**config.mk**
```make
export PLATFORM = sky130hd
export DESIGN_NAME = multicycle_control_flat
export DESIGN_NICKNAME = d
export VERILOG_FILES = /design/src/rtl/multicycle_control_if.sv /design/src/rtl/multicycle_control.sv /design/src/flat_wrapper.sv
export SDC_FILE = /design/constraint.sdc
export NUM_CORES = 1
export LEC_CHECK = 0
export BUFFER_PORTS_ARGS = -buffer_cell sky130_fd_sc_hd__buf_2
export CORE_UTILIZATION = 45
export CTS_CLUSTER_DIAMETER = 30
export DETAILED_ROUTE_END_ITERATION = 6
export GPL_ROUTABILITY_DRIVEN = 0
export GPL_TIMING_DRIVEN = 0
export HOLD_SLACK_MARGIN = 0.03
export MAX_ROUTING_LAYER = met4
export PLACE_DENSITY = 0.72
export SETUP_SLACK_MARGIN = 0.02
export SYNTH_ARGS = -nofsm -noshare
export SYNTH_HDL_FRONTEND = slang
export SYNTH_SLANG_ARGS = --single-unit
export TNS_END_PERCENT = 50
```
**constraint.sdc**
```tcl
create_clock -name clock -period 6.3 [get_ports clock]
set_input_delay 0.945 -clock clock [delete_from_list [all_inputs] [get_ports clock]]
set_output_delay 0.945 -clock clock [all_outputs]
set_load 0.005 [all_outputs]
```
**src/rtl/multicycle_control_if.sv**
```systemverilog
// multicycle_control_if: bundle between the multicycle controller and its datapath.
// Carries instruction fields and ALU flag toward the controller and strobes/selects back.
// master = controller, slave = datapath. MULTICYCLE_MEM_WAIT_EN adds mem_ready.
interface multicycle_control_if;
    logic [6:0] inst_opcode;
    logic [2:0] inst_funct3;
    logic [6:0] inst_funct7;
    logic       alu_result_equal_zero;
`ifdef MULTICYCLE_MEM_WAIT_EN
    logic       mem_ready;
`endif
    logic       pc_write_enable;
    logic       alu_out_write_enable;
    logic       inst_write_enable;
    logic       data_write_enable;
    logic       regfile_write_enable;
    logic       mem_read_enable;
    logic       mem_write_enable;
    logic       mem_to_reg;
    logic       inst_or_data;
    logic       next_pc_select;
    logic [1:0] alu_operand_a_select;
    logic [1:0] alu_operand_b_select;
    logic [4:0] alu_function;
    logic       trap;

    modport master (
        input  inst_opcode, inst_funct3, inst_funct7, alu_result_equal_zero,
`ifdef MULTICYCLE_MEM_WAIT_EN
        input  mem_ready,
`endif
        output pc_write_enable, alu_out_write_enable, inst_write_enable,
        output data_write_enable, regfile_write_enable,
        output mem_read_enable, mem_write_enable,
        output mem_to_reg, inst_or_data, next_pc_select,
        output alu_operand_a_select, alu_operand_b_select,
        output alu_function, trap
    );

    modport slave (
        output inst_opcode, inst_funct3, inst_funct7, alu_result_equal_zero,
`ifdef MULTICYCLE_MEM_WAIT_EN
        output mem_ready,
`endif
        input  pc_write_enable, alu_out_write_enable, inst_write_enable,
        input  data_write_enable, regfile_write_enable,
        input  mem_read_enable, mem_write_enable,
        input  mem_to_reg, inst_or_data, next_pc_select,
        input  alu_operand_a_select, alu_operand_b_select,
        input  alu_function, trap
    );
endinterface

```
**src/rtl/multicycle_control.sv**
```systemverilog
// multicycle_control: Moore FSM sequencing an RV32I multicycle datapath.
// Ports: clock, reset (sync, active-high), bus (multicycle_control_if.master).
// Optional macro MULTICYCLE_MEM_WAIT_EN: memory states stall on bus.mem_ready.
module multicycle_control (
    input logic                 clock,
    input logic                 reset,
    multicycle_control_if.master bus
);
    localparam logic [4:0] F_ADD  = 5'd0;
    localparam logic [4:0] F_SUB  = 5'd1;
    localparam logic [4:0] F_SLL  = 5'd2;
    localparam logic [4:0] F_SLT  = 5'd3;
    localparam logic [4:0] F_SLTU = 5'd4;
    localparam logic [4:0] F_XOR  = 5'd5;
    localparam logic [4:0] F_SRL  = 5'd6;
    localparam logic [4:0] F_SRA  = 5'd7;
    localparam logic [4:0] F_OR   = 5'd8;
    localparam logic [4:0] F_AND  = 5'd9;

    localparam logic [6:0] OPC_LOAD   = 7'b0000011;
    localparam logic [6:0] OPC_STORE  = 7'b0100011;
    localparam logic [6:0] OPC_OP     = 7'b0110011;
    localparam logic [6:0] OPC_OP_IMM = 7'b0010011;
    localparam logic [6:0] OPC_LUI    = 7'b0110111;
    localparam logic [6:0] OPC_AUIPC  = 7'b0010111;
    localparam logic [6:0] OPC_BRANCH = 7'b1100011;
    localparam logic [6:0] OPC_JAL    = 7'b1101111;
    localparam logic [6:0] OPC_JALR   = 7'b1100111;

    localparam logic [1:0] A_RS1  = 2'd0;
    localparam logic [1:0] A_PC   = 2'd1;
    localparam logic [1:0] A_ZERO = 2'd2;
    localparam logic [1:0] B_RS2  = 2'd0;
    localparam logic [1:0] B_IMM  = 2'd1;
    localparam logic [1:0] B_FOUR = 2'd2;

    typedef enum logic [3:0] {
        FETCH, DECODE, EXEC_ALU, EXEC_IMM, MEM_ADDR, MEM_READ, MEM_WB,
        MEM_WRITE, ALU_WB, BRANCH, BRANCH_NT, JUMP, JUMP_WB, TRAP
    } state_t;

    typedef struct packed {
        logic       trap;
        logic       pc_we;
        logic       alu_out_we;
        logic       inst_we;
        logic       data_we;
        logic       rf_we;
        logic       mem_rd;
        logic       mem_wr;
        logic       mem_to_reg;
        logic       inst_or_data;
        logic       next_pc_sel;
        logic [1:0] a_sel;
        logic [1:0] b_sel;
        logic [4:0] alu_fn;
    } ctrl_t;

    state_t state;
    state_t state_nxt;
    ctrl_t  ctrl_q;
    ctrl_t  ctrl_nxt;
    ctrl_t  ctrl_out;
    logic   mem_ready;
    logic   taken;

`ifdef MULTICYCLE_MEM_WAIT_EN
    assign mem_ready = bus.mem_ready;
`else
    assign mem_ready = 1'b1;
`endif

    function automatic logic [4:0] alu_fn(input logic [2:0] f3, input logic alt);
        logic [4:0] fn;
        case (f3)
            3'b000:  fn = alt ? F_SUB : F_ADD;
            3'b001:  fn = F_SLL;
            3'b010:  fn = F_SLT;
            3'b011:  fn = F_SLTU;
            3'b100:  fn = F_XOR;
            3'b101:  fn = alt ? F_SRA : F_SRL;
            3'b110:  fn = F_OR;
            default: fn = F_AND;
        endcase
        return fn;
    endfunction

    // Branch compare: SUB for EQ/NE, SLT/SLTU for signed/unsigned ordering.
    function automatic logic [4:0] branch_fn(input logic [2:0] f3);
        logic [4:0] fn;
        if (!f3[2])
            fn = F_SUB;
        else if (f3[1])
            fn = F_SLTU;
        else
            fn = F_SLT;
        return fn;
    endfunction

    function automatic ctrl_t moore(
        input state_t     s,
        input logic [6:0] opc,
        input logic [2:0] f3,
        input logic [6:0] f7
    );
        ctrl_t c;
        c = '0;
        case (s)
            FETCH: begin
                c.mem_rd  = 1'b1;
                c.inst_we = 1'b1;
            end
            DECODE: begin
                c.a_sel      = A_PC;
                c.b_sel      = B_IMM;
                c.alu_out_we = 1'b1;
            end
            EXEC_ALU: begin
                c.a_sel      = A_RS1;
                c.b_sel      = B_RS2;
                c.alu_fn     = alu_fn(f3, f7[5]);
                c.alu_out_we = 1'b1;
            end
            EXEC_IMM: begin
                c.alu_out_we = 1'b1;
                c.b_sel      = B_IMM;
                case (opc)
                    OPC_LUI:   c.a_sel = A_ZERO;
                    OPC_AUIPC: c.a_sel = A_PC;
                    OPC_JALR:  c.a_sel = A_RS1;
                    default: begin
                        c.a_sel  = A_RS1;
                        c.alu_fn = alu_fn(f3, (f3 == 3'b101) && f7[5]);
                    end
                endcase
            end
            MEM_ADDR: begin
                c.a_sel      = A_RS1;
                c.b_sel      = B_IMM;
                c.alu_out_we = 1'b1;
            end
            MEM_READ: begin
                c.inst_or_data = 1'b1;
                c.mem_rd       = 1'b1;
                c.data_we      = 1'b1;
            end
            MEM_WB: begin
                c.rf_we      = 1'b1;
                c.mem_to_reg = 1'b1;
                c.a_sel      = A_PC;
                c.b_sel      = B_FOUR;
                c.pc_we      = 1'b1;
            end
            MEM_WRITE: begin
                c.inst_or_data = 1'b1;
                c.mem_wr       = 1'b1;
                c.a_sel        = A_PC;
                c.b_sel        = B_FOUR;
                c.pc_we        = 1'b1;
            end
            ALU_WB: begin
                c.rf_we = 1'b1;
                c.a_sel = A_PC;
                c.b_sel = B_FOUR;
                c.pc_we = 1'b1;
            end
            BRANCH: begin
                c.a_sel  = A_RS1;
                c.b_sel  = B_RS2;
                c.alu_fn = branch_fn(f3);
                c.pc_we  = 1'b1;
            end
            BRANCH_NT: begin
                c.a_sel = A_PC;
                c.b_sel = B_FOUR;
                c.pc_we = 1'b1;
            end
            JUMP: begin
                c.pc_we       = 1'b1;
                c.next_pc_sel = 1'b1;
                c.a_sel       = A_PC;
                c.b_sel       = B_FOUR;
                c.alu_out_we  = 1'b1;
            end
            JUMP_WB: c.rf_we = 1'b1;
            TRAP:    c.trap  = 1'b1;
            default: c = '0;
        endcase
        return c;
    endfunction

    always_comb begin
        case (bus.inst_funct3)
            3'b000, 3'b101, 3'b111: taken = bus.alu_result_equal_zero;
            default:                taken = !bus.alu_result_equal_zero;
        endcase
    end

    always_comb begin
        state_nxt = state;
        case (state)
            FETCH: if (mem_ready) state_nxt = DECODE;
            DECODE: begin
                case (bus.inst_opcode)
                    OPC_OP:     state_nxt = EXEC_ALU;
                    OPC_OP_IMM,
                    OPC_LUI,
                    OPC_AUIPC,
                    OPC_JALR:   state_nxt = EXEC_IMM;
                    OPC_LOAD,
                    OPC_STORE:  state_nxt = MEM_ADDR;
                    OPC_BRANCH: state_nxt =
                        (bus.inst_funct3[2:1] == 2'b01) ? TRAP : BRANCH;
                    OPC_JAL:    state_nxt = JUMP;
                    default:    state_nxt = TRAP;
                endcase
            end
            EXEC_ALU: state_nxt = ALU_WB;
            EXEC_IMM: state_nxt =
                (bus.inst_opcode == OPC_JALR) ? JUMP : ALU_WB;
            MEM_ADDR: state_nxt =
                (bus.inst_opcode == OPC_LOAD) ? MEM_READ : MEM_WRITE;
            MEM_READ:  if (mem_ready) state_nxt = MEM_WB;
            MEM_WB:    state_nxt = FETCH;
            MEM_WRITE: if (mem_ready) state_nxt = FETCH;
            ALU_WB:    state_nxt = FETCH;
            BRANCH:    state_nxt = taken ? FETCH : BRANCH_NT;
            BRANCH_NT: state_nxt = FETCH;
            JUMP:      state_nxt = JUMP_WB;
            JUMP_WB:   state_nxt = FETCH;
            TRAP:      state_nxt = TRAP;
            default:   state_nxt = FETCH;
        endcase
    end

    assign ctrl_nxt = moore(state_nxt, bus.inst_opcode,
                            bus.inst_funct3, bus.inst_funct7);

    // Outputs are registered alongside the state they belong to.
    always_ff @(posedge clock) begin
        if (reset) begin
            state  <= FETCH;
            ctrl_q <= moore(FETCH, bus.inst_opcode,
                            bus.inst_funct3, bus.inst_funct7);
        end else begin
            state  <= state_nxt;
            ctrl_q <= ctrl_nxt;
        end
    end

    // Memory side effects complete only on a ready cycle; the branch
    // decision is the one output that follows the live zero flag.
    always_comb begin
        ctrl_out         = ctrl_q;
        ctrl_out.inst_we = ctrl_q.inst_we & mem_ready;
        ctrl_out.data_we = ctrl_q.data_we & mem_ready;
        if (state == MEM_WRITE)
            ctrl_out.pc_we = ctrl_q.pc_we & mem_ready;
        if (state == BRANCH) begin
            ctrl_out.pc_we       = ctrl_q.pc_we & taken;
            ctrl_out.next_pc_sel = taken;
        end
        if (reset)
            ctrl_out = '0;
    end

    assign bus.trap                 = ctrl_out.trap;
    assign bus.pc_write_enable      = ctrl_out.pc_we;
    assign bus.alu_out_write_enable = ctrl_out.alu_out_we;
    assign bus.inst_write_enable    = ctrl_out.inst_we;
    assign bus.data_write_enable    = ctrl_out.data_we;
    assign bus.regfile_write_enable = ctrl_out.rf_we;
    assign bus.mem_read_enable      = ctrl_out.mem_rd;
    assign bus.mem_write_enable     = ctrl_out.mem_wr;
    assign bus.mem_to_reg           = ctrl_out.mem_to_reg;
    assign bus.inst_or_data         = ctrl_out.inst_or_data;
    assign bus.next_pc_select       = ctrl_out.next_pc_sel;
    assign bus.alu_operand_a_select = ctrl_out.a_sel;
    assign bus.alu_operand_b_select = ctrl_out.b_sel;
    assign bus.alu_function         = ctrl_out.alu_fn;
endmodule
```
**src/flat_wrapper.sv**
```systemverilog
// flat-port wrapper written by rule: the top's interface ports become plain ports
module multicycle_control_flat 
  (clock, reset, bus_inst_opcode, bus_inst_funct3, bus_inst_funct7, bus_alu_result_equal_zero, bus_pc_write_enable, bus_alu_out_write_enable, bus_inst_write_enable, bus_data_write_enable, bus_regfile_write_enable, bus_mem_read_enable, bus_mem_write_enable, bus_mem_to_reg, bus_inst_or_data, bus_next_pc_select, bus_alu_operand_a_select, bus_alu_operand_b_select, bus_alu_function, bus_trap);
  multicycle_control_if bus_i ();
  input logic clock;
  input logic reset;
  input wire logic [$bits(bus_i.inst_opcode)-1:0] bus_inst_opcode;
  input wire logic [$bits(bus_i.inst_funct3)-1:0] bus_inst_funct3;
  input wire logic [$bits(bus_i.inst_funct7)-1:0] bus_inst_funct7;
  input wire logic [$bits(bus_i.alu_result_equal_zero)-1:0] bus_alu_result_equal_zero;
  output wire logic [$bits(bus_i.pc_write_enable)-1:0] bus_pc_write_enable;
  output wire logic [$bits(bus_i.alu_out_write_enable)-1:0] bus_alu_out_write_enable;
  output wire logic [$bits(bus_i.inst_write_enable)-1:0] bus_inst_write_enable;
  output wire logic [$bits(bus_i.data_write_enable)-1:0] bus_data_write_enable;
  output wire logic [$bits(bus_i.regfile_write_enable)-1:0] bus_regfile_write_enable;
  output wire logic [$bits(bus_i.mem_read_enable)-1:0] bus_mem_read_enable;
  output wire logic [$bits(bus_i.mem_write_enable)-1:0] bus_mem_write_enable;
  output wire logic [$bits(bus_i.mem_to_reg)-1:0] bus_mem_to_reg;
  output wire logic [$bits(bus_i.inst_or_data)-1:0] bus_inst_or_data;
  output wire logic [$bits(bus_i.next_pc_select)-1:0] bus_next_pc_select;
  output wire logic [$bits(bus_i.alu_operand_a_select)-1:0] bus_alu_operand_a_select;
  output wire logic [$bits(bus_i.alu_operand_b_select)-1:0] bus_alu_operand_b_select;
  output wire logic [$bits(bus_i.alu_function)-1:0] bus_alu_function;
  output wire logic [$bits(bus_i.trap)-1:0] bus_trap;
  assign bus_i.inst_opcode = bus_inst_opcode;
  assign bus_i.inst_funct3 = bus_inst_funct3;
  assign bus_i.inst_funct7 = bus_inst_funct7;
  assign bus_i.alu_result_equal_zero = bus_alu_result_equal_zero;
  assign bus_pc_write_enable = bus_i.pc_write_enable;
  assign bus_alu_out_write_enable = bus_i.alu_out_write_enable;
  assign bus_inst_write_enable = bus_i.inst_write_enable;
  assign bus_data_write_enable = bus_i.data_write_enable;
  assign bus_regfile_write_enable = bus_i.regfile_write_enable;
  assign bus_mem_read_enable = bus_i.mem_read_enable;
  assign bus_mem_write_enable = bus_i.mem_write_enable;
  assign bus_mem_to_reg = bus_i.mem_to_reg;
  assign bus_inst_or_data = bus_i.inst_or_data;
  assign bus_next_pc_select = bus_i.next_pc_select;
  assign bus_alu_operand_a_select = bus_i.alu_operand_a_select;
  assign bus_alu_operand_b_select = bus_i.alu_operand_b_select;
  assign bus_alu_function = bus_i.alu_function;
  assign bus_trap = bus_i.trap;
  multicycle_control u_core (.clock(clock), .reset(reset), .bus(bus_i));
endmodule
```
==> reports/metrics.csv, run 1 <==
stage,metric,value,unit
run_status,run status,"finished, final reports clean",
critical_path,required time reported for the critical path endpoint,5.35,ns
timing,Final setup violation count,0,
critical_path,"Worst Path Class, Setup",in2out,
cells_and_area,count of fill cells added during filler insertion,298,
critical_path,CP cell instances,buf_2 -> or3_1 -> nor4bb_1 -> nor2_1 -> and3_1 -> buf_2,
timing,endpoints failing hold,0,
routing,vias after detailed routing,1324,
cts,source-to-sink clock delay at the later pin of the worst-skew pair,0.31,ns
logic_synthesis,number of warning messages in the yosys log,0,
routing,average routed wire per standard cell,12.9,um
logic_synthesis,sequential-to-total area share from yosys stat,32.4,%
cells_and_area,layout overhead on the synthesized area,16.7,%
logic_synthesis,primary flip-flop cell chosen by synthesis mapping,dfxtp_1,
critical_path,count of cells along the worst register-to-register path,7,
cts,register clock-pin slew on the reported worst setup and hold paths,0.12,ns
cells_and_area,Final #Nets,227,
logic_synthesis,post-synthesis cell count,171,
logic_synthesis,portion of netlist area occupied by mux cells,0.705,%
timing,achievable frequency,308,MHz
floorplan,core area,3030,um2
logic_synthesis,Post-Synthesis Net Count,191,
critical_path,Crit Reg-Reg Endpoint,u_core.ctrl_q[5],
floorplan,initial core utilization,46.9,%
timing,fraction of the cycle the final worst path needs,51.6,%
critical_path,CP startpoint,bus_inst_funct3[1],
flow_run,number of max-cap violations,0,
critical_path,register-to-register setup slack,4.08,ns
logic_synthesis,number of synthesized register bits,23,
routing,total routed wirelength,3230,um
routing,count of antenna-violating nets left after detailed routing,0,
cts,number of buffers inserted by post-CTS setup repair,0,
critical_path,Max stage delay on crit path,0.39,ns
global_route,GRT Overall Usage,20.6,%
global_route,pin count of the biggest net entering global routing,14,
timing,crit path time final,3.25,ns
pwr,Power Dens Cells,426,nW/um2
cts,clock tree buffer depth,2,
timing,slew at the pin closest to its max-slew limit,0.510,ns
logic_synthesis,Post-synth ARST share,0,%
global_route,via count of the first global-routing pass,1210,
critical_path,worst setup path end,bus_pc_write_enable,
timing,sum of negative setup slack,0,ns
cts,CTS Sinks,23,
global_route,Congestion Overflow GR,0,
routing,DR iter-0 viols,19,
cts,post-cts repair resize count,0,
logic_synthesis,adder-cell share of the synthesized area,0,%
timing,RSZ-0062 raised after global routing,false,
routing,1st-pass router iterations,4,
global_route,initial antenna violation count,0,
floorplan,Chip Height,58.2,um
logic_synthesis,combinational family with the most area after synthesis,simple AND/OR/NAND/NOR gates,
cells_and_area,antenna cells,0,
logic_synthesis,post-synthesis compound-gate area fraction,16.5,%
cts,number of clock buffers inserted by TritonCTS,3,
logic_synthesis,Post-Synth Simple-Gate Area,42.6,%
critical_path,critical path depth,6,
critical_path,number of buffer and inverter stages on the critical path,2,
cts,Root Buffer Master,clkbuf_4,
critical_path,data arrival time of the critical path,2.30,ns
logic_synthesis,xor/xnor share of the synthesized area,0.617,%
global_route,global-route wire length before repair,5270,um
logic_synthesis,synthesized area,1420,um2
floorplan,number of primary I/O pins,40,
floorplan,die area,3380,um2
floorplan,die width,58.2,um
logic_synthesis,unique cell type count in the Yosys netlist,55,
place,Port Buffers,31,
cts,clock tree from TritonCTS,built,
routing,remaining routing DRC violations,0,
timing,post-route clock skew,0.000707,ns
logic_synthesis,Mean Syn Cell Area,8.30,um2
pwr,static power due to leakage,0.707,nW
place,HPWL after detailed placement,2510,um
critical_path,Top Family by Delay on Critical Path,simple AND/OR/NAND/NOR gates,
cells_and_area,layout cells sized above 1,25.7,%
cts,H-tree levels,1,
critical_path,most numerous cell on the critical path,buf_2,
place,count of placed standard cells including taps,246,
timing,worst slack on hold paths,0.793,ns
critical_path,CP Max Fanout,8,
floorplan,site row count,20,
critical_path,startpoint kind of the worst setup timing path,primary input,
logic_synthesis,number of enable-type register cells in the synthesized netlist,0,
critical_path,critical register-to-register path startpoint,u_core.state[0],
pwr,maximum resistive drop on vdd,0.189,mV
hold_path,type of the worst min-delay path,reg2reg,
critical_path,nature of the critical path endpoint,output port,
cts,hold_buf cts,0,
critical_path,CP max stage cell,or3_1,
routing,ratio of routed vias to standard cells,5.30,
timing,Max Slew Vio Count,0,
timing,relative slew slack,65.7,%
cells_and_area,Non-Filler Instances,250,
through the flow:
stage | utilization, % | worst slack, ns | instance area, um2 | power [mW]
global placement | 53.8 | 3.10 | 1630 | 0.625
global route | 54.8 | 2.97 | 1660 | 0.758
floorplan | - | 3.36 | 1420 | 0.539
finish | 54.8 | 3.05 | 1660 | 0.706
CTS | 54.8 | 3.06 | 1660 | 0.700
detailed placement | 53.8 | 3.07 | 1630 | 0.635
synthesized netlist by cell type (4+ instances only):
cell,n,share of area [%]
nor2_1,14,3.7
dfxtp_1,23,32
nand2_1,9,2.4
and3_1,4,1.8
inv_1,8,2.1
nand2b_1,4,1.8
nor2b_1,19,8.4
a211oi_1,5,2.6
or3_1,5,2.2
nand3b_1,4,2.1
nor3_1,12,4.2
cell usage in the layout, fill, tap and decap left out, drive strengths merged, types with 2 or more instances in the layout:
cell type  count
buf           38
dfxtp         23
nor2b         20
nor2          15
nor3          12
nand2         10
inv            9
or3            6
clkbuf         6
a211oi         5
and3           5
nand3b         4
nand2b         4
a21oi          4
a2111oi        3
o21ai          3
o31ai          3
nand3          3
nand4          2
o41a           2
nand4b         2
a311o          2
a211o          2
nand4bb        2
nor4           2
and2           2
cell type report:
class	instances	area (um2)	share of cell area, %
multi-input cells	129	862	52.0
flip-flops and latches	23	460	27.8
repair buffers	31	155	9.36
plain buffers	10	63.8	3.85
well taps	44	55.1	3.32
inverters	9	33.8	2.04
clock buffers	3	22.5	1.36
clock inverters	1	5.00	0.302
cell families after synthesis:
logic type,Yosys count
muxes,1
and+or+nand+nor,96
DFF,23
xor gates and xnor gates,1
buffers and inverters,19
other,1
AOI/OAI and AO/OA,30
worst min path at each step:
| stage | to | start | slack (ns) | depth (start not counted) |
|---|---|---|---|---|
| floorplan | u_core.ctrl_q[11] | u_core.state[2] | 0.64 | 4 |
| global placement | u_core.ctrl_q[11] | u_core.state[1] | 0.75 | 4 |
| detailed placement | u_core.ctrl_q[11] | u_core.state[2] | 0.77 | 4 |
| CTS | u_core.ctrl_q[11] | u_core.state[2] | 0.79 | 4 |
| global route | u_core.ctrl_q[11] | u_core.state[1] | 0.85 | 4 |
| finish | u_core.ctrl_q[11] | u_core.state[1] | 0.79 | 4 |
metal layers:
layer / vias up / track usage [%] / wire, um
li1: 682 / - / -
met1: 615 / 24.8 / 1510
met2: 23 / 36.5 / 1610
met3: 4 / 2.01 / 66
met4: 0 / 5.44 / 38
met5: - / - / 0
worst min-delay path, cell delays in order (launching register included):
cell	delay, ns
dfxtp_1	0.35
buf_6	0.13
nor3_1	0.06
o21ai_0	0.14
nor3_1	0.06
report_power, final:
| group | switching [mW] | internal, mW | total, mW |
|---|---|---|---|
| Combinational | 0.233 | 0.185 | 0.418 |
| Clock | 0.0436 | 0.0237 | 0.0673 |
| Sequential | 0.0276 | 0.194 | 0.221 |
| Total | 0.304 | 0.403 | 0.706 |
sequential cells by signal, summed over array words and instances, names as in the netlist:
register,cells
u_core.ctrl_q,19
u_core.state,4
Power figures use the tool's default switching activity.
==> inputs of run 2 (changes only) <==
--- a/config.mk
+++ b/config.mk
@@ -5,6 +5,7 @@
 export SDC_FILE = /design/constraint.sdc
 export NUM_CORES = 1
 export LEC_CHECK = 0
+export ABC_AREA = 1
 export BUFFER_PORTS_ARGS = -buffer_cell sky130_fd_sc_hd__buf_2
 export CORE_UTILIZATION = 45
 export CTS_CLUSTER_DIAMETER = 30
@@ -13,7 +14,7 @@
 export GPL_TIMING_DRIVEN = 0
 export HOLD_SLACK_MARGIN = 0.03
 export MAX_ROUTING_LAYER = met4
-export PLACE_DENSITY = 0.72
+export PLACE_DENSITY = 0.75
 export SETUP_SLACK_MARGIN = 0.02
 export SYNTH_ARGS = -nofsm -noshare
 export SYNTH_HDL_FRONTEND = slang
==> constraint.sdc (replaced) <==
create_clock -name clock -period 2.8 [get_ports clock]
set_input_delay 0.42 -clock clock [delete_from_list [all_inputs] [get_ports clock]]
set_output_delay 0.42 -clock clock [all_outputs]
set_load 0.005 [all_outputs]
==> run 2 against run 1 <==
  * Via count grew 11%
  * Register-to-register slack lost 3.2 ns
  * Critical path type is now reg2out
  * Highest routed layer unchanged
  * Non-clock buffer count shrank 5
  * Final area grew 5.0%
  * Utilization grew 1.3 points
==> reports/metrics.csv, run 2 <==
stage,metric,value,unit,change
run_status,run status,"finished, final reports clean",,
floorplan,Chip Height,59.8,um,+2.8%
hold_path,type of the worst min-delay path,in2reg,,
timing,Max Slew Vio Count,0,,unchanged
cells_and_area,count of fill cells added during filler insertion,334,,+12%
logic_synthesis,number of enable-type register cells in the synthesized netlist,0,,unchanged
pwr,Switching Fraction,49.8,%,+6.8 points
pwr,Power Dens Cells,952,nW/um2,+120%
place,count of placed standard cells including taps,321,,+30%
place,HPWL after detailed placement,2390,um,-5.0%
flow_run,number of max-cap violations,0,,unchanged
critical_path,worst setup path end,bus_next_pc_select,,
cts,clock tree buffer depth,2,,unchanged
logic_synthesis,primary flip-flop cell chosen by synthesis mapping,dfxtp_1,,
cts,number of buffers inserted by post-CTS setup repair,0,,unchanged
timing,Final Worst Setup Slack,0.867,ns,-2.18 ns
global_route,initial antenna violation count,0,,unchanged
logic_synthesis,dominant cells by area after synthesis,"dfxtp_1, nor2_1, nand2_1, inv_1, nand3_1",,
cells_and_area,leading registers by flop count,"u_core.ctrl_q: 19 flops, u_core.state: 4 flops",,
cells_and_area,layout cells sized above 1,23.5,%,-2.2 points
logic_synthesis,synthesized area,1500,um2,+5.8%
routing,vias after detailed routing,1464,,+11%
logic_synthesis,number of warning messages in the yosys log,0,,unchanged
floorplan,number of primary I/O pins,40,,unchanged
critical_path,Crit Reg-Reg Endpoint,u_core.ctrl_q[17],,
global_route,global-route wire length before repair,4810,um,-8.8%
logic_synthesis,number of synthesized register bits,23,,unchanged
routing,count of antenna-violating nets left after detailed routing,0,,unchanged
floorplan,die width,59.8,um,+2.8%
floorplan,initial core utilization,48.4,%,+1.5 points
timing,achievable frequency,517,MHz,
place,Port Buffers,31,,unchanged
place,post-detailed-placement cell area,1710,um2,+5.1%
floorplan,site row count,20,,unchanged
logic_synthesis,Mean Syn Cell Area,6.11,um2,-26%
pwr,part of the total power dissipated in the clock network,9.0,%,-0.5 points
logic_synthesis,sequential-to-total area share from yosys stat,30.6,%,-1.8 points
critical_path,CP Max Fanout,5,,-3
global_route,pin count of the biggest net entering global routing,14,,unchanged
cts,H-tree levels,1,,unchanged
global_route,Congestion Overflow GR,0,,unchanged
critical_path,CP startpoint,u_core.state[3],,
cells_and_area,final instance area,1740,um2,+5.0%
routing,average routed wire per standard cell,9.06,um,-30%
cells_and_area,number of flip-flops in the largest register,19,,unchanged
critical_path,register-to-register setup slack,0.93,ns,-3.15 ns
pwr,Int Power,0.832,mW,+110%
logic_synthesis,Post-Synthesis Net Count,266,,+39%
pwr,power share of the combinational group,62.5,%,+3.4 points
logic_synthesis,post-synthesis cell count,246,,+44%
routing,DR iter-0 viols,33,,+14
cells_and_area,register name with the most flops,u_core.ctrl_q,,
logic_synthesis,proportion of netlist area held by the largest area contributor,30.6,%,-1.8 points
timing,fraction of the cycle the final worst path needs,69.0,%,
critical_path,data arrival time of the critical path,1.51,ns,-0.79 ns
cells_and_area,layout overhead on the synthesized area,15.8,%,
floorplan,core area,3100,um2,+2.5%
logic_synthesis,unique cell type count in the Yosys netlist,31,,-44%
cells_and_area,Non-Filler Instances,325,,+30%
routing,ratio of routed vias to standard cells,4.50,,-15%
timing,RSZ-0062 raised after global routing,false,,
cts,source-to-sink clock delay at the later pin of the worst-skew pair,0.31,ns,about the same
cts,register clock-pin slew on the reported worst setup and hold paths,0.12,ns,about the same
critical_path,nature of the critical path endpoint,output port,,
critical_path,required time reported for the critical path endpoint,2.38,ns,-2.97 ns
cts,CTS Sinks,23,,unchanged
global_route,GRT Overall Usage,18.1,%,-2.5 points
pwr,maximum resistive drop on vdd,0.323,mV,+71%
critical_path,"Worst Path Class, Setup",reg2out,,
timing,post-route clock skew,0.00166,ns,+0.000951 ns
pwr,NetSw,0.825,mW,+170%
routing,remaining routing DRC violations,0,,unchanged
cells_and_area,"most common cell after layout, fill and taps aside",nor2_1,,
cts,Root Buffer Master,clkbuf_4,,
cts,number of clock buffers inserted by TritonCTS,3,,unchanged
logic_synthesis,Post-synth ARST share,0,%,unchanged
pwr,Flop pwr share,28.5,%,-2.8 points
floorplan,die area,3570,um2,+5.6%
timing,endpoints failing hold,0,,unchanged
timing,sum of negative setup slack,0,ns,unchanged
cells_and_area,antenna cells,0,,unchanged
critical_path,critical register-to-register path startpoint,u_core.state[3],,
routing,1st-pass router iterations,4,,unchanged
timing,Final setup violation count,0,,unchanged
cts,clock tree from TritonCTS,built,,
critical_path,count of cells along the worst register-to-register path,12,,+5
pwr,post-route total power,1.66,mW,+130%
logic_synthesis,most area-hungry cell type in the Yosys netlist,dfxtp_1,,
cells_and_area,"commonest cells after routing, fill and taps aside","nor2_1, nand2_1, inv_1",,
routing,total routed wirelength,2940,um,-8.8%
logic_synthesis,most frequent cells after synthesis,"nor2_1, nand2_1, inv_1, dfxtp_1, nand3_1",,
cts,hold_buf cts,0,,unchanged
logic_synthesis,most used standard cell by instance count after synthesis,nor2_1,,
place,pre-CTS setup slack,0.738,ns,-2.33 ns
cts,post-cts repair resize count,0,,unchanged
pwr,static power due to leakage,0.970,nW,+37%
timing,crit path time final,1.93,ns,
critical_path,startpoint kind of the worst setup timing path,flip-flop,,
cells_and_area,Final #Nets,302,,+33%
global_route,via count of the first global-routing pass,1167,,-3.6%
==> run 2: metrics by stage <==
stage               hold slack (ns)  util [%]
floorplan                     0.563         -
global placement              0.605      55.2
detailed placement            0.618      55.2
CTS                           0.448      56.1
global route                  0.475      56.1
finish                        0.452      56.1
==> run 2: worst min-delay path by stage <==
stage                       start                end  cells after the start
2_1_floorplan     u_core.state[0]  u_core.ctrl_q[10]                      3
3_3_place_gp      u_core.state[0]  u_core.ctrl_q[10]                      3
3_5_place_dp      u_core.state[0]  u_core.ctrl_q[10]                      3
4_1_cts        bus_inst_funct3[2]   u_core.ctrl_q[3]                      3
5_1_grt        bus_inst_opcode[5]   u_core.ctrl_q[8]                      3
6_report       bus_inst_funct3[2]   u_core.ctrl_q[3]                      3
==> run 2: final cells by class <==
cell class / count / area, um2 / share of cell area, %
Buffer: 5 / 23.8 / 1.37
Clock inverter: 1 / 5.00 / 0.288
Multi-Input combinational cell: 165 / 820 / 47.1
Clock buffer: 3 / 22.5 / 1.29
Timing Repair Buffer: 31 / 155 / 8.91
Tap cell: 44 / 55.1 / 3.16
Sequential cell: 23 / 460 / 26.5
Inverter: 53 / 199 / 11.4
==> run 2: per-layer routing <==
metal / up-vias / share of wire (%) / track usage, %
met5: - / 0 / -
met4: 0 / 2.2 / 6.98
met3: 9 / 3.6 / 1.95
met2: 42 / 46 / 30.2
met1: 603 / 48 / 22.3
li1: 810 / - / -
==> run 2: worst max-delay path: stages (launching register included) <==
cell and delay, ns:
dfxtp_1 0.43, nand2_1 0.10, nor2_1 0.26, nand2_2 0.14
nand2_1 0.10, nor2_1 0.05, buf_2 0.12
==> run 2: cells by family (layout without fill, tap and decap cells) <==
family	Yosys count	in the layout	share of synthesized area [%]
buffers and inverters	58	93	14.8
AO/OA/AOI/OAI	21	21	8.99
other	1	1	0.250
flip-flops	23	23	30.6
AND/OR/NAND/NOR	143	143	45.3
==> run 2: power by group through the flow <==
stage | Clock (mW) | Sequential (mW) | Combinational, mW
2_1_floorplan | 0 | 0.472 | 0.831
3_3_place_gp | 0 | 0.479 | 1.01
3_5_place_dp | 0 | 0.481 | 1.03
4_1_cts | 0.156 | 0.472 | 1.03
5_1_grt | 0.162 | 0.482 | 1.17
6_report | 0.149 | 0.472 | 1.04
==> inputs of run 3 (changes only) <==
==> constraint.sdc (replaced) <==
create_clock -name clock -period 1.65 [get_ports clock]
set_input_delay 0.2475 -clock clock [delete_from_list [all_inputs] [get_ports clock]]
set_output_delay 0.2475 -clock clock [all_outputs]
set_load 0.005 [all_outputs]
==> run 3 against run 2 <==
  * Flip-flop and latch count unchanged
  * Non-clock buffer count grew 12
  * Final area is 16% higher
  * Critical path type is now reg2reg
  * Routed wire length rose by 13%
  * Combinational power grew to 2.5 times the previous value
  * Die area stayed put
  * Final cell count grew 3.7%
  * Global-route usage rose by 1.3 points
  * The run now ends with setup timing left
  * Worst setup slack worse by 0.91 ns
  * Power increased by 130%
  * Largest cell class unchanged
  * Clock power up 72%
==> reports/metrics.csv, run 3 (synthesis gave the netlist of run 2 again) <==
stage,metric,value,unit,change
floorplan,site row count,20,,unchanged
hold_path,Hold EP,u_core.ctrl_q[3],,
cts,H-tree levels,1,,unchanged
critical_path,Crit Reg-Reg Endpoint,u_core.ctrl_q[3],,
cells_and_area,"most common cell after layout, fill and taps aside",nor2_1,,
cells_and_area,total area of sequential cells,470,um2,+2.2%
critical_path,data arrival time of the critical path,1.94,ns,+0.43 ns
cts,Root Buffer Master,clkbuf_4,,
critical_path,register-to-register setup slack,-0.05,ns,-0.98 ns
routing,ratio of routed vias to standard cells,4.56,,+1.2%
cells_and_area,Non-Filler Instances,337,,+3.7%
timing,fraction of the cycle the final worst path needs,103,%,
cells_and_area,register name with the most flops,u_core.ctrl_q,,
pwr,Power Dens Cells,1850,nW/um2,+95%
cells_and_area,layout cells sized above 1,39.2,%,+16 points
floorplan,core area,3100,um2,unchanged
critical_path,"Worst Path Class, Setup",reg2reg,,
flow_run,number of max-cap violations,0,,unchanged
routing,remaining routing DRC violations,0,,unchanged
cells_and_area,count of fill cells added during filler insertion,292,,-13%
floorplan,die width,59.8,um,unchanged
cells_and_area,Final Core Density,65.0,%,+9.0 points
cells_and_area,Final #Nets,314,,+4.0%
critical_path,critical register-to-register path startpoint,u_core.state[1],,
timing,endpoints failing hold,0,,unchanged
routing,total routed wirelength,3330,um,+13%
timing,Max Slew Vio Count,0,,unchanged
hold_path,startpoint of the lowest-slack hold path,bus_inst_funct3[2],,
run_status,run status,finished with violations,,
cells_and_area,number of flip-flops in the largest register,19,,unchanged
critical_path,nature of the critical path endpoint,flip-flop,,
critical_path,required time reported for the critical path endpoint,1.90,ns,-0.48 ns
pwr,post-route total power,3.74,mW,+130%
hold_path,Min-Delay Path Depth,3,,unchanged
cts,register clock-pin slew on the reported worst setup and hold paths,0.12,ns,about the same
timing,crit path time final,1.70,ns,
timing,post-route clock skew,0.00128,ns,-0.000381 ns
timing,Final Worst Setup Slack,-0.0460,ns,-0.913 ns
cts,clock tree from TritonCTS,built,,
timing,achievable frequency,590,MHz,
floorplan,Chip Height,59.8,um,unchanged
cells_and_area,leading registers by flop count,"u_core.ctrl_q: 19 flops, u_core.state: 4 flops",,
timing,Final setup violation count,4,,+4
routing,vias after detailed routing,1537,,+5.0%
place,HPWL after detailed placement,2390,um,unchanged
routing,1st-pass router iterations,4,,unchanged
routing,count of antenna-violating nets left after detailed routing,0,,unchanged
place,post-detailed-placement cell area,1710,um2,unchanged
hold_path,type of the worst min-delay path,in2reg,,
timing,sum of negative setup slack,-0.108,ns,-0.108 ns
routing,DR iter-0 viols,40,,+21%
floorplan,number of primary I/O pins,40,,unchanged
pwr,maximum resistive drop on vdd,0.654,mV,+100%
global_route,Congestion Overflow GR,0,,unchanged
cts,CTS Sinks,23,,unchanged
global_route,global-route wire length before repair,5130,um,+6.7%
cells_and_area,antenna cells,0,,unchanged
place,Port Buffers,31,,unchanged
critical_path,count of cells along the worst register-to-register path,11,,-1
floorplan,die area,3570,um2,unchanged
critical_path,CP startpoint,u_core.state[1],,
cts,hold_buf cts,0,,unchanged
cells_and_area,layout overhead on the synthesized area,34.3,%,
cts,number of clock buffers inserted by TritonCTS,3,,unchanged
global_route,pin count of the biggest net entering global routing,14,,unchanged
critical_path,CP Max Fanout,4,,-1
place,count of placed standard cells including taps,321,,unchanged
run_status,violations in the final reports,setup timing,,
timing,RSZ-0062 raised after global routing,true,,
cells_and_area,final instance area,2020,um2,+16%
cells_and_area,"commonest cells after routing, fill and taps aside","nor2_1, inv_1, nand2_1",,
floorplan,initial core utilization,48.4,%,unchanged
cts,source-to-sink clock delay at the later pin of the worst-skew pair,0.31,ns,about the same
pwr,static power due to leakage,1.06,nW,+9.8%
routing,average routed wire per standard cell,9.89,um,+9.2%
global_route,initial antenna violation count,0,,unchanged
critical_path,startpoint kind of the worst setup timing path,flip-flop,,
cells_and_area,area used by multi-input combinational logic,990,um2,+21%
global_route,via count of the first global-routing pass,1229,,+5.3%
cts,clock tree buffer depth,2,,unchanged
global_route,GRT Overall Usage,19.4,%,+1.3 points
==> run 3: cell type report <==
| type | count | area share (%) |
|---|---|---|
| Buffer | 5 | 1.18 |
| Clock buffer | 3 | 1.12 |
| Clock inverter | 1 | 0.248 |
| Inverter | 53 | 10.2 |
| Multi-Input combinational cell | 165 | 49.0 |
| Sequential cell | 23 | 23.3 |
| Tap cell | 44 | 2.73 |
| Timing Repair Buffer | 43 | 12.2 |
==> run 3: how the worst max path moves through the flow <==
stage / cells after the start / end
after global placement: 12 / u_core.ctrl_q[3]
after global routing: 12 / u_core.ctrl_q[3]
after detailed placement: 12 / u_core.ctrl_q[3]
after CTS: 13 / u_core.ctrl_q[3]
final: 11 / u_core.ctrl_q[3]
after floorplan: 11 / u_core.ctrl_q[3]
==> run 3: metal layers <==
layer,share of wire (%),vias up,GRT usage (%)
li1,-,839,-
met1,48,665,22.9
met2,49,29,34.0
met3,2.3,4,1.95
met4,1.1,0,6.98
met5,0,-,-
==> run 3: what timing repair did <==
item | CTS | global route
setup buffers | 4 | 8
setup endpoints to repair | 15 | 18
gates resized for setup | 30 | 29
pin swaps | 13 | 16
==> run 3: through the flow <==
step / hold WS (ns) / worst slack [ns]
floorplan: 0.418 / 0.0587
global placement: 0.604 / -0.248
detailed placement: 0.618 / -0.240
CTS: 0.272 / -0.0555
global route: 0.296 / -0.125
finish: 0.282 / -0.0460
==> run 3: critical path: stages, from the launching register on <==
cell      delay (ns)
dfxtp_2         0.38
inv_2           0.06
nand2_4         0.08
inv_4           0.06
nand3_4         0.07
o21ai_4         0.07
a21oi_2         0.14
a21boi_4        0.31
nand3_4         0.14
nand2_4         0.12
nand2_4         0.05
nor3b_2         0.15
==> run 3: where the power goes <==
| part | switching, mW | total (mW) | internal [mW] |
|---|---|---|---|
| clock | 0.167 | 0.257 | 0.0906 |
| combinational | 1.58 | 2.63 | 1.05 |
| sequential | 0.102 | 0.853 | 0.751 |
| total | 1.85 | 3.74 | 1.89 |
